--- config.mk ---
export PLATFORM = sky130hd
export DESIGN_NAME = pipelined_carry_select_adder
export DESIGN_NICKNAME = d
export VERILOG_FILES = /design/src/rtl/pipelined_carry_select_adder.sv
export SDC_FILE = /design/constraint.sdc
export NUM_CORES = 1
export LEC_CHECK = 0
export ABC_CLOCK_PERIOD_IN_PS = 7800
export CORE_ASPECT_RATIO = 0.75
export CORE_MARGIN = 2
export CORE_UTILIZATION = 30
export CTS_CLUSTER_SIZE = 8
export DETAILED_ROUTE_END_ITERATION = 10
export PLACE_DENSITY = 0.58
export SYNTH_ARGS = -nofsm -noshare
export SYNTH_HDL_FRONTEND = slang
export SYNTH_SLANG_ARGS = --single-unit
--- constraint.sdc ---
create_clock -name clk -period 7.8 [get_ports clk]
set_clock_uncertainty 0.2 [all_clocks]
set_input_delay 1.56 -clock clk [delete_from_list [all_inputs] [get_ports clk]]
set_output_delay 1.56 -clock clk [all_outputs]
set_load 0.005 [all_outputs]
--- src/rtl/pipelined_carry_select_adder.sv ---
`default_nettype none
// ============================================================================
// Module   : pipelined_carry_select_adder
// Purpose  : Parametrised, pipelined carry-select adder/subtractor with
//            valid/ready flow control. Operands are split into BLOCK_SIZE-bit
//            blocks. BLOCKS_PER_STAGE blocks are resolved in each register
//            stage.
// Options  : PIPE_CSA_OVF_EN adds out_ovf, the pipelined two's-complement
//            overflow flag of the effective addition.
// Revision : 1.0 - initial release
// ============================================================================
module pipelined_carry_select_adder #(
    parameter int WIDTH            = 32,
    parameter int BLOCK_SIZE       = 4,
    parameter int BLOCKS_PER_STAGE = 2
) (
    input  logic             clk,
    input  logic             rst,
    input  logic             in_valid,
    output logic             in_ready,
    input  logic [WIDTH-1:0] in_a,
    input  logic [WIDTH-1:0] in_b,
    input  logic             in_cin,
    input  logic             in_sub,
    output logic             out_valid,
    input  logic             out_ready,
    output logic [WIDTH-1:0] out_sum,
    output logic             out_cout
`ifdef PIPE_CSA_OVF_EN
    ,
    output logic             out_ovf
`endif
);

    // Guarded copies keep the derived constants finite even for an illegal
    // parameter set, so the elaboration error below is the one reported.
    localparam int c_BS     = (BLOCK_SIZE < 1) ? 1 : BLOCK_SIZE;
    localparam int c_BPS    = (BLOCKS_PER_STAGE < 1) ? 1 : BLOCKS_PER_STAGE;
    localparam int c_NB     = (WIDTH / c_BS < 1) ? 1 : WIDTH / c_BS;
    localparam int c_STAGES = (c_NB + c_BPS - 1) / c_BPS;
    localparam int c_LAST   = c_STAGES - 1;

    if ((WIDTH < 1) || (BLOCK_SIZE < 1) || (BLOCKS_PER_STAGE < 1) ||
        ((WIDTH % c_BS) != 0)) begin : g_param_error
        $error("pipelined_carry_select_adder: illegal WIDTH/BLOCK_SIZE/BLOCKS_PER_STAGE");
    end

    // Stage registers. Each stage carries the full operand words; the bits
    // already resolved are simply never read again downstream.
    logic             r_valid [c_STAGES];
    logic             r_carry [c_STAGES];
    logic [WIDTH-1:0] r_sum   [c_STAGES];
    logic [WIDTH-1:0] r_a     [c_STAGES];
    logic [WIDTH-1:0] r_b     [c_STAGES];

    // Per-stage inputs (predecessor register or the issue port) and results.
    logic             w_src_valid [c_STAGES];
    logic             w_src_carry [c_STAGES];
    logic [WIDTH-1:0] w_src_sum   [c_STAGES];
    logic [WIDTH-1:0] w_src_a     [c_STAGES];
    logic [WIDTH-1:0] w_src_b     [c_STAGES];
    logic             w_nxt_carry [c_STAGES];
    logic [WIDTH-1:0] w_nxt_sum   [c_STAGES];

    logic             w_adv;

    // The whole pipe moves in lockstep; it only freezes when the result
    // register is full and the consumer is not taking it.
    assign w_adv     = !r_valid[c_LAST] | out_ready;
    assign in_ready  = w_adv;
    assign out_valid = r_valid[c_LAST];
    assign out_sum   = r_sum[c_LAST];
    assign out_cout  = r_carry[c_LAST];

    // Route the issue port into stage 0 and each register into its successor.
    always_comb begin
        w_src_valid[0] = in_valid & w_adv;
        w_src_carry[0] = in_sub ? 1'b1 : in_cin;
        w_src_sum[0]   = '0;
        w_src_a[0]     = in_a;
        w_src_b[0]     = in_sub ? ~in_b : in_b;
        for (int k = 1; k < c_STAGES; k++) begin
            w_src_valid[k] = r_valid[k-1];
            w_src_carry[k] = r_carry[k-1];
            w_src_sum[k]   = r_sum[k-1];
            w_src_a[k]     = r_a[k-1];
            w_src_b[k]     = r_b[k-1];
        end
    end

    // Carry-select resolution of the blocks owned by each stage: both block
    // sums are formed up front and the rippling block carry picks one.
    always_comb begin : p_resolve
        logic [c_BS:0]    v_s0;
        logic [c_BS:0]    v_s1;
        logic [c_BS:0]    v_sel;
        logic             v_carry;
        logic [WIDTH-1:0] v_sum;
        v_s0    = '0;
        v_s1    = '0;
        v_sel   = '0;
        v_carry = 1'b0;
        v_sum   = '0;
        for (int k = 0; k < c_STAGES; k++) begin
            v_carry = w_src_carry[k];
            v_sum   = w_src_sum[k];
            for (int j = 0; j < c_NB; j++) begin
                if ((j / c_BPS) == k) begin
                    v_s0  = {1'b0, w_src_a[k][j*c_BS +: c_BS]}
                          + {1'b0, w_src_b[k][j*c_BS +: c_BS]};
                    v_s1  = {1'b0, w_src_a[k][j*c_BS +: c_BS]}
                          + {1'b0, w_src_b[k][j*c_BS +: c_BS]}
                          + {{c_BS{1'b0}}, 1'b1};
                    v_sel = v_carry ? v_s1 : v_s0;
                    v_sum[j*c_BS +: c_BS] = v_sel[c_BS-1:0];
                    v_carry = v_sel[c_BS];
                end
            end
            w_nxt_carry[k] = v_carry;
            w_nxt_sum[k]   = v_sum;
        end
    end

    // Stage registers: cleared by reset, loaded together on every advance.
    always_ff @(posedge clk or posedge rst) begin
        if (rst) begin
            for (int k = 0; k < c_STAGES; k++) begin
                r_valid[k] <= 1'b0;
                r_carry[k] <= 1'b0;
                r_sum[k]   <= '0;
                r_a[k]     <= '0;
                r_b[k]     <= '0;
            end
        end else if (w_adv) begin
            for (int k = 0; k < c_STAGES; k++) begin
                r_valid[k] <= w_src_valid[k];
                r_carry[k] <= w_nxt_carry[k];
                r_sum[k]   <= w_nxt_sum[k];
                r_a[k]     <= w_src_a[k];
                r_b[k]     <= w_src_b[k];
            end
        end
    end

`ifdef PIPE_CSA_OVF_EN
    logic w_nxt_ovf;
    logic r_ovf;

    // Carry into the MSB is recovered as a ^ b' ^ sum at that bit.
    always_comb begin
        w_nxt_ovf = w_src_a[c_LAST][WIDTH-1] ^ w_src_b[c_LAST][WIDTH-1]
                  ^ w_nxt_sum[c_LAST][WIDTH-1] ^ w_nxt_carry[c_LAST];
    end

    // Overflow flag travels with the final-stage result.
    always_ff @(posedge clk or posedge rst) begin
        if (rst) begin
            r_ovf <= 1'b0;
        end else if (w_adv) begin
            r_ovf <= w_nxt_ovf;
        end
    end

    assign out_ovf = r_ovf;
`endif

endmodule
`default_nettype wire

* After elaboration in Yosys (flattened, before gate mapping)
Cells that the tools add are included.
** Word-level totals
- Latch bits :: 0
- Bits of input ports :: 70
- Register bits after elaboration :: 280
- Word-level logic and storage cells :: 48
- Memories kept :: 0
- Memory bits (writable) :: 0
- Memory bits (read-only) :: 0
- Output and inout port bits :: 35
** Operators by class
- Order comparisons :: 0
- Shifts and indexed selects :: 0
- Equality and inequality tests :: 0
- Muxes and demuxes :: 10
- Reduce and logical (&&, ||, !) cells :: 1
- Multipliers :: 0
- $add $sub $neg :: 16
- Div/mod/pow operators :: 0
- Bitwise gates (word level) :: 3
** Operators with widths (number)
- adder 4 x 4 -> 5 bit :: 8
- adder 5 x 1 -> 5 bit, second input constant :: 8
- 2-to-1 mux 5 bit :: 8
- 2-to-1 mux 32 bit :: 1
- inverter 32 bit :: 1
- AND 1 bit :: 1
- logical NOT 1 bit :: 1
- 2-to-1 mux 1 bit :: 1
- OR 1 bit :: 1

* Longest topological paths before layout
Gate-level depths: netlist (run 1).
- Depth after elaboration :: 6
- Depth in mapped cells :: 13
- Depth with buffers taken out :: 11

* Worst setup path before layout (run 1)
Ideal clock, no wire load.
- Kind :: in2reg
- Start :: input port in_sub
- End :: register r_sum[103] (netlist bit)
- Stages :: 13
- Slack :: 2.949 ns
- Arrival time :: 4.564 ns
- Buffers on the path :: 2
- Data required time :: 7.513 ns
- Setup time :: 0.087 ns
- Path through :: clkbuf_1 > clkbuf_1 > xor2_1 > ha_1 > inv_1 > fa_1 > inv_1 > ha_1 > o21ai_0 > nor4_1 > xnor2_1 > or4b_1 > o211ai_1
** On the way
- Cells in the longest elaborated chain, start to end :: 5
- Elaborated cells on any way between the ends :: 8
- Classes of those cells :: 4 x add/sub; 4 x mux
** RTL lines
- from (decl) :: line 24 : input logic in_sub,
- 2-to-1 mux 32 bit :: line 81 : w_src_b[0] = in_sub ? ~in_b : in_b;
- adder 4 x 4 -> 5 bit :: line 110, 112
- adder 5 x 1 -> 5 bit :: line 113 : + {{c_BS{1'b0}}, 1'b1};
- 2-to-1 mux 5 bit :: line 114 : v_sel = v_carry ? v_s1 : v_s0;
- 2-to-1 mux 5 bit (*) :: line 114
- to (signal, indexed assignment) :: line 138 : r_sum[k] <= w_nxt_sum[k];
- to (decl) :: line 52 : logic [WIDTH-1:0] r_sum [c_STAGES];
Mark *: on every way between the ends. The rest lies on a longest branch, timed or not.
A chain may end at the register's enable or synchronous reset.

* Worst setup path after layout (run 1)
- Start :: input port out_ready
- End :: output port in_ready
** On the way
- Cells in the longest elaborated chain, start to end :: 1
** RTL lines
- from (decl) :: line 26 : input logic out_ready,
- OR 1 bit :: line 69 : assign w_adv = !r_valid[c_LAST] | out_ready;
- to (decl) :: line 20 : output logic in_ready,
No other way between the ends.

==> run summary, run 1 <==
DIE AREA -> 31400 µm²
slowest CP cell -> clkdlybuf4s50_1
Critical Path Start Type -> primary input
PostCTS Resize Cnt -> 0
slowest stage delay, CP -> 530 ps
GR met1 Demand/Resource -> 18.3%
Critical Path Source -> out_ready
switch share -> 36.6%
met3 Usage GRT -> 2.99%
Leak -> 5.15 nW
Fill cells -> 3050
Die Y -> 154 µm
Hold Vio Cnt, Final -> 0
port buffer count -> 104
commonest non-fill, non-tap cells in the layout -> nand2_1, dfrtp_1, clkdlybuf4s50_1, o21ai_0, xnor2_1
DRC -> 0
Worst-path clk slew -> 60 ps
initial antenna violation count -> 0
R2R Path Start -> out_valid$_DFFE_PP0N_
Util after Layout -> 36.7%
worst setup margin -> 2810 ps
Sw Pwr -> 1.56 mW
Final Max Tran Viols -> 0
setup slack, reg-to-reg -> 4530 ps
fmax -> 0.200 GHz
combinational fraction of design power -> 41.0%
Finished Layout Cells -> 1448
Site Rows -> 54
total clock sinks -> 184
busiest grt layer -> met2
Post-Syn Area -> 9010 µm²
Yosys top cell by area -> dfrtp_1
Tmin final -> 4990 ps
CTS tree -> built
storage element area -> 4600 µm²
WP data arrival -> 3230 ps
DP Cell Count -> 1419
DP Worst Slack -> 2490 ps
CTS Buffer Depth -> 2
sequential power share -> 38.3%
Top Ports -> 105
largest net degree at the start of global routing -> 125
vias post-DR -> 6360
Final Cell Area -> 10800 µm²
Worst VDD drop -> 0.166 mV
Post-CTS Hold Buffers -> 0
Worst Path Class, Setup -> primary input to output port
Ant. Diodes -> 0
number of global-route vias before repair -> 6322
cell-by-cell trace of the critical path -> clkdlybuf4s50_1 -> nor2b_4 -> inv_4 -> clkdlybuf4s50_1
Layout area overhead -> 19.3%
Worst-Margin Slew -> 1160 ps
Initial DRC Count -> 379
total track usage -> 12.7%
Clock Power Share -> 20.7%
Final ANT Viol Nets -> 0
status -> complete, no violations
area occupied by multi-input gates -> 3880 µm²
RSZ-0062 raised after global routing -> false
syn nets -> 1116
CTS Root Cell -> clkbuf_16
routed len/inst -> 13.0 µm
post-synthesis sequential area ratio -> 51.1%
WP data required -> 6040 ps
grt ovf -> 0
setup bufs post-CTS -> 0
Chip Width -> 204 µm
Reg2Reg Depth -> 6
layout cells sized above 1 -> 4.07%
slew margin rel. -> 22.5%
first-pass GRT wire length -> 31900 µm
leading cell type in the layout, fill and taps excluded -> nand2_1
RR Endpoint -> p_resolve.v_sum[23]$_DFFE_PP0N_
Syn Area/Cell -> 9.03 µm²
Num CTS Buffers -> 17
Hold Path Class -> register to register
max_cap viols -> 0
placed inst area -> 10200 µm²
Setup Viol. Count Final -> 0
nets@finish -> 1164
WL final -> 18900 µm
cells after synthesis -> 998
Crit. End Element -> output port
most used cell, CP -> clkdlybuf4s50_1
Internal Pwr Total -> 2.70 mW
Starting Density -> 30.7%
Setup crit end -> in_ready
worst skew pair latency -> 430 ps
Vias per Instance -> 4.39
flops & latches, synth -> 184
Max FO, Critical Path -> 49
Power Total -> 4.26 mW
Pre-antenna DRT Iters -> 4
Yosys warnings -> 0
Core Area -> 29300 µm²
post-route setup TNS -> 0 ps
P per Cell Area -> 396 nW/µm²
Synth area leaders -> dfrtp_1, nand2_1, ha_1, xnor2_1, buf_4
HPWL after DPL -> 12300 µm
Yosys cell types -> 40
GR Util met2 -> 18.9%
htree depth -> 4
final worst-path cycle share -> 64.0%
Hold Worst Slack -> 258 ps
routability congestion estimate -> 0.738
top cell type's share of synthesized area -> 51.1%
==> layout make-up <==
type / instances / area share [%]
Timing Repair Buffer: 109 / 9.99
Sequential cell: 184 / 42.8
Clock buffer: 21 / 4.28
Inverter: 28 / 1.07
Clock inverter: 8 / 1.15
Multi-Input combinational cell: 706 / 36.1
Tap cell: 392 / 4.56
==> routing by layer <==
layer / wire (µm) / share of wire, %
met5: 0 / 0
met2: 8250 / 44
met4: 204 / 1.1
met3: 649 / 3.4
met1: 9770 / 52
==> worst min path at each step <==
stage | from | end | cells past startpoint
after floorplan | r_valid[1]$_DFFE_PP0N_ | r_valid[1]$_DFFE_PP0N_ | 2
after global placement | r_a[89]$_DFFE_PP0N_ | r_a[89]$_DFFE_PP0N_ | 2
after detailed placement | r_valid[1]$_DFFE_PP0N_ | r_valid[1]$_DFFE_PP0N_ | 2
after CTS | r_valid[1]$_DFFE_PP0N_ | out_valid$_DFFE_PP0N_ | 1
after global routing | r_a[89]$_DFFE_PP0N_ | r_a[89]$_DFFE_PP0N_ | 2
final | r_valid[1]$_DFFE_PP0N_ | r_valid[1]$_DFFE_PP0N_ | 2
==> kinds of logic after synthesis <==
family          Yosys count  synth area share, %
mux                       9                 1.00
flops                   184                 51.1
compound gates          106                 6.85
buf+inv                 108                 5.88
simple gates            476                 21.2
fa+ha+maj                48                 7.33
xor+xnor                 67                 6.68
==> critical path, delay by kind of cell <==
family                 cells  cell delay (ps)
and+or+nand+nor            1              380
buffers and inverters      3             1280
==> cell usage after synthesis <==
master	count
a21oi_1	29
buf_4	33
a211o_1	3
a21o_2	2
inv_2	1
nand2_1	412
clkbuf_1	37
nor2_1	21
ha_1	40
inv_1	27
o211ai_1	3
xor2_1	22
nand2b_1	4
xor2_2	2
xnor2_1	43
o21a_1	2
nand3_1	6
dfrtp_1	184
or3_2	2
nand4_1	8
buf_1	10
a311oi_1	1
nor4_1	1
mux2i_1	9
or4b_1	1
o21ai_0	44
nor3_1	2
a22oi_1	2
fa_1	8
or3b_1	3
o311ai_0	1
and3_1	6
a21o_1	10
o31ai_2	1
o31ai_1	3
nor3b_1	4
o21ai_1	3
nor4b_1	1
nor2b_1	5
a31oi_1	2
==> state kept, by name (all words and copies together), names as in the netlist <==
| register | cells |
|---|---|
| out_valid | 1 |
| r_a | 48 |
| p_resolve.v_sum | 24 |
| r_b | 48 |
| out_cout | 1 |
| r_valid | 3 |
| r_carry | 3 |
| out_sum | 32 |
| r_sum | 24 |
==> power by group through the flow <==
stage	registers, mW	clock network [mW]	logic, mW
2_1_floorplan	1.57	0	1.40
3_3_place_gp	1.65	0	1.72
3_5_place_dp	1.65	0	1.76
4_1_cts	1.64	0.908	1.78
5_1_grt	1.69	0.948	2.02
6_report	1.63	0.880	1.75
No activity file was read; power rests on OpenSTA's default activity.
==> inputs of run 2 (changes only) <==
- ABC_CLOCK_PERIOD_IN_PS: 7800 -> 5100
- clock period: 7.8 -> 5.1 ns (I/O delays scaled with it)
==> run 2 against run 1 <==
Setup slack worse by 1600 ps. Global-route usage up 0.21 points. Utilization grew 0.32 points. Die area stayed put. Routed wire length grew 0.39%. Critical endpoint is now r_sum[103]$_DFFE_PP0N_. Largest power group unchanged. Highest routed layer unchanged.
==> run summary, run 2 (synthesis results as in run 1) <==
status -> complete, no violations
slowest stage delay, CP -> 620 ps (+90 ps)
setup bufs post-CTS -> 0 (unchanged)
nets@finish -> 1166 (+0.17%)
Hold Vio Cnt, Final -> 0 (unchanged)
Starting Density -> 30.7% (unchanged)
total clock sinks -> 184 (unchanged)
Initial DRC Count -> 326 (-14%)
worst skew pair latency -> 430 ps (about the same)
Hold Path Class -> register to register
HPWL after DPL -> 12300 µm (about the same)
Die Y -> 154 µm (unchanged)
fmax -> 0.256 GHz
Power Total -> 6.63 mW (+56%)
cell-by-cell trace of the critical path -> clkdlybuf4s50_1 -> xor2_1 -> ha_1 -> inv_1 -> fa_1 -> inv_1 -> ha_1 -> o21ai_0 -> nor4_1 -> xnor2_1 -> or4b_1 -> o211ai_1
Top Ports -> 105 (unchanged)
WL final -> 19000 µm (+0.39%)
CTS Root Cell -> clkbuf_16
Worst VDD drop -> 0.246 mV (+48%)
first-pass GRT wire length -> 32600 µm (+2.0%)
Crit. End Element -> register
routed len/inst -> 13.0 µm (about the same)
Worst Path Class, Setup -> primary input to register
max_cap viols -> 0 (unchanged)
commonest non-fill, non-tap cells in the layout -> nand2_1, dfrtp_1, clkdlybuf4s50_1, o21ai_0, xnor2_1
WP data required -> 5250 ps (-790 ps)
placed inst area -> 10200 µm² (+0.38%)
initial antenna violation count -> 1 (+1)
Leak -> 5.18 nW (+0.71%)
Layout area overhead -> 20.4%
DRC -> 0 (unchanged)
Final Cell Area -> 10800 µm² (+0.87%)
Core Area -> 29300 µm² (unchanged)
WP data arrival -> 4060 ps (+830 ps)
Final Max Tran Viols -> 0 (unchanged)
Pre-antenna DRT Iters -> 4 (unchanged)
Ant. Diodes -> 0 (unchanged)
P per Cell Area -> 611 nW/µm² (+54%)
htree depth -> 4 (unchanged)
routability congestion estimate -> 0.733 (-0.77%)
post-route setup TNS -> 0 ps (unchanged)
number of global-route vias before repair -> 6322 (unchanged)
RSZ-0062 raised after global routing -> false
Chip Width -> 204 µm (unchanged)
leading cell type in the layout, fill and taps excluded -> nand2_1
CTS Buffer Depth -> 2 (unchanged)
vias post-DR -> 6353 (-0.11%)
PostCTS Resize Cnt -> 0 (unchanged)
Worst-Margin Slew -> 1030 ps (-133 ps)
grt ovf -> 0 (unchanged)
CTS tree -> built
Post-CTS Hold Buffers -> 0 (unchanged)
slowest CP cell -> xnor2_1
Final ANT Viol Nets -> 0 (unchanged)
Max FO, Critical Path -> 8 (-84%)
largest net degree at the start of global routing -> 208 (+66%)
layout cells sized above 1 -> 4.71% (+0.64 points)
port buffer count -> 104 (unchanged)
Num CTS Buffers -> 17 (unchanged)
Site Rows -> 54 (unchanged)
final worst-path cycle share -> 76.6%
Setup Viol. Count Final -> 0 (unchanged)
Critical Path Start Type -> primary input
Hold Worst Slack -> 263 ps (+5.71 ps)
slew margin rel. -> 31.4% (+8.9 points)
DIE AREA -> 31400 µm² (unchanged)
Vias per Instance -> 4.37 (-0.45%)
Worst-path clk slew -> 80 ps (+20 ps)
total track usage -> 12.9% (+0.21 points)
Tmin final -> 3910 ps
==> run 2: cell count changes in the layout (fill, tap and decap cells not counted), moves of 2 or more <==
cell / previous run / this run
clkinvlp_4: 2 / 4
clkbuf_1: 2 / 0
clkbuf_8: 2 / 0
inv_6: 0 / 6
buf_12: 0 / 2
==> run 2: layout make-up <==
type,instances,area (µm²)
sequential,184,4600
inverter,28,114
timing repair buffer,111,1110
multi-input combinational,706,3880
tap,392,490
clock inverter,15,214
fill,3039,18500
clock buffer,17,425
==> run 2: worst paths after layout <==
path	start	endpoint	slack (ps)	cells past startpoint
worst max-delay path	in_b[0]	r_sum[103]$_DFFE_PP0N_	1190	12
worst min-delay path	out_sum[8]$_DFFE_PP0N_	out_sum[8]$_DFFE_PP0N_	260	2
worst max register to register	r_a[104]$_DFFE_PP0N_	r_sum[79]$_DFFE_PP0N_	1930	9
worst min register to register	out_sum[8]$_DFFE_PP0N_	out_sum[8]$_DFFE_PP0N_	260	2
max in group asynchronous	rst	out_sum[29]$_DFFE_PP0N_	2990	3
min in group asynchronous	rst	r_a[81]$_DFFE_PP0N_	810	2
==> run 2: power by group <==
| part | internal [mW] | switching (mW) | leakage [nW] |
|---|---|---|---|
| clock network | 0.836 | 0.625 | 0.305 |
| registers | 2.12 | 0.375 | 2.21 |
| logic | 1.24 | 1.44 | 2.66 |
==> run 2: stage by stage <==
step / cells / utilization (%) / worst slack (ps)
floorplan: 998 / - / 789
global placement: 1421 / 34.8 / 785
detailed placement: 1421 / 34.8 / 736
CTS: 1453 / 37.0 / 1220
global route: 1453 / 37.0 / 1000
finish: 1453 / 37.0 / 1190
==> run 2: per-layer routing <==
| metal | vias up | share of wire [%] | global-route usage [%] |
|---|---|---|---|
| met5 | - | 0 | 0 |
| met4 | 0 | 1.0 | 3.11 |
| met3 | 14 | 3.1 | 2.71 |
| met2 | 86 | 43 | 19.2 |
| met1 | 3003 | 53 | 19.0 |
| li1 | 3250 | - | - |
==> run 2: critical path, delay by kind of cell <==
| kind | cells | cell delay (ps) |
|---|---|---|
| AO/OA/AOI/OAI | 2 | 220 |
| XOR/XNOR | 2 | 770 |
| adder cells (fa/ha/maj) | 3 | 870 |
| buffers and inverters | 3 | 580 |
| AND/OR/NAND/NOR | 2 | 600 |
==> inputs of run 3 (changes only) <==
- ABC_CLOCK_PERIOD_IN_PS: 5100 -> 3800
- clock period: 5.1 -> 3.8 ns (I/O delays scaled with it)
==> run 3 against run 2 <==
Critical path depth stayed put. Via count down 0.94%. Clock power up 23%. Design area decreased by 0.21%. Utilization shrank 0.077 points. Critical path type unchanged.
==> run summary, run 3 (synthesis results as in run 1) <==
status -> complete, no violations
max_cap viols -> 0 (unchanged)
port buffer count -> 104 (unchanged)
routability congestion estimate -> 0.760 (+3.7%)
largest net degree at the start of global routing -> 208 (unchanged)
Core Area -> 29300 µm² (unchanged)
grt ovf -> 0 (unchanged)
cell-by-cell trace of the critical path -> clkdlybuf4s50_1 -> xor2_1 -> ha_1 -> inv_1 -> fa_1 -> inv_1 -> ha_1 -> o21ai_0 -> nor4_1 -> xnor2_1 -> or4b_1 -> o211ai_1
Site Rows -> 54 (unchanged)
Ant. Diodes -> 0 (unchanged)
area occupied by multi-input gates -> 3880 µm² (unchanged)
layout cells sized above 1 -> 5.07% (+0.36 points)
P per Cell Area -> 804 nW/µm² (+32%)
final worst-path cycle share -> 87.2%
Hold Vio Cnt, Final -> 0 (unchanged)
Worst-Margin Slew -> 857 ps (-173 ps)
Fill cells -> 3043 (+0.13%)
Worst VDD drop -> 0.290 mV (+18%)
PostCTS Resize Cnt -> 0 (unchanged)
setup bufs post-CTS -> 0 (unchanged)
combinational fraction of design power -> 41.2% (+0.8 points)
Clock Power Share -> 20.5% (-1.5 points)
WL final -> 18000 µm (-5.1%)
Tmin final -> 3320 ps
Initial DRC Count -> 393 (+21%)
Die Y -> 154 µm (unchanged)
first-pass GRT wire length -> 30800 µm (-5.3%)
CTS Buffer Depth -> 2 (unchanged)
Vias per Instance -> 4.32 (-1.2%)
vias post-DR -> 6293 (-0.94%)
fmax -> 0.302 GHz
number of global-route vias before repair -> 6239 (-1.3%)
Leak -> 5.19 nW (about the same)
Layout area overhead -> 20.1%
Power Total -> 8.70 mW (+31%)
RSZ-0062 raised after global routing -> false
Starting Density -> 30.7% (unchanged)
DRC -> 0 (unchanged)
Chip Width -> 204 µm (unchanged)
leading cell type in the layout, fill and taps excluded -> nand2_1
CTS Root Cell -> clkbuf_16
Setup Viol. Count Final -> 0 (unchanged)
HPWL after DPL -> 12000 µm (-2.4%)
htree depth -> 4 (unchanged)
WP data required -> 3970 ps (-1280 ps)
Critical Path Start Type -> primary input
slowest CP cell -> clkdlybuf4s50_1
commonest non-fill, non-tap cells in the layout -> nand2_1, dfrtp_1, clkdlybuf4s50_1, o21ai_0, xnor2_1
Post-CTS Hold Buffers -> 0 (unchanged)
Max FO, Critical Path -> 3 (-5)
nets@finish -> 1170 (+0.34%)
worst skew pair latency -> 440 ps (about the same)
Hold Path Class -> register to register
slowest stage delay, CP -> 470 ps (-150 ps)
sequential power share -> 38.3% (+0.7 points)
Final Max Tran Viols -> 0 (unchanged)
post-route setup TNS -> 0 ps (unchanged)
initial antenna violation count -> 0 (-1)
WP data arrival -> 3480 ps (-580 ps)
total clock sinks -> 184 (unchanged)
slew margin rel. -> 42.9% (+12 points)
DIE AREA -> 31400 µm² (unchanged)
Top Ports -> 105 (unchanged)
Num CTS Buffers -> 17 (unchanged)
Pre-antenna DRT Iters -> 4 (unchanged)
storage element area -> 4600 µm² (unchanged)
Final ANT Viol Nets -> 0 (unchanged)
Worst Path Class, Setup -> primary input to register
routed len/inst -> 12.3 µm (-5.3%)
switch share -> 37.5% (+0.65 points)
Internal Pwr Total -> 5.44 mW (+30%)
Util after Layout -> 36.9% (-0.077 points)
Crit. End Element -> register
total track usage -> 12.2% (-0.65 points)
CTS tree -> built
Sw Pwr -> 3.26 mW (+34%)
Worst-path clk slew -> 80 ps (about the same)
## run 3: metrics by stage
step / std cells / hold WS [ps] / setup slack [ps] / cell area, µm²
finish: 1457 / 267 / 485 / 10800
global route: 1457 / 285 / 268 / 10800
CTS: 1457 / 271 / 493 / 10800
detailed placement: 1425 / 255 / 12.1 / 10200
global placement: 1425 / 241 / 77.6 / 10200
floorplan: 998 / 230 / 17.9 / 9020
## run 3: path summary, 6_finish.rpt
kind | from | end | slack (ps) | cells after the start
min reg2reg | r_a[115]$_DFFE_PP0N_ | r_a[115]$_DFFE_PP0N_ | 270 | 2
min in group asynchronous | rst | r_a[58]$_DFFE_PP0N_ | 480 | 2
max reg2reg | r_a[56]$_DFFE_PP0N_ | out_cout$_DFFE_PP0N_ | 720 | 9
max | in_b[0] | r_sum[103]$_DFFE_PP0N_ | 480 | 12
min | r_a[115]$_DFFE_PP0N_ | r_a[115]$_DFFE_PP0N_ | 270 | 2
max in group asynchronous | rst | r_sum[78]$_DFFE_PP0N_ | 2060 | 3
## run 3: cell type report
class / count / share of cell area (%)
Sequential cell: 184 / 42.5
Multi-Input combinational cell: 706 / 35.9
Timing Repair Buffer: 115 / 10.7
Tap cell: 392 / 4.53
Clock buffer: 17 / 3.93
Clock inverter: 15 / 1.40
Inverter: 28 / 1.03
## run 3: power by group through the flow
stage / registers [mW] / logic, mW / clock network [mW]
detailed placement: 3.38 / 3.65 / 0
finish: 3.33 / 3.58 / 1.79
global placement: 3.37 / 3.56 / 0
floorplan: 3.22 / 2.88 / 0
CTS: 3.34 / 3.67 / 1.86
global route: 3.46 / 4.15 / 1.94
## run 3: metal layers
layer  vias to the layer above  wire length [µm]  global-route usage [%]
li1                       3255                 -                       -
met1                      2954              9410                    17.0
met2                        71              7820                    18.6
met3                        13               577                    3.52
met4                         0               177                    3.31
met5                         -                 0                       0
## run 3: critical path: cells and delay by family
kind / cells / cell delay, ps
AO/OA/AOI/OAI: 2 / 220
AND/OR/NAND/NOR: 2 / 750
buffers and inverters: 3 / 610
XOR/XNOR: 2 / 350
adder cells (fa/ha/maj): 3 / 790
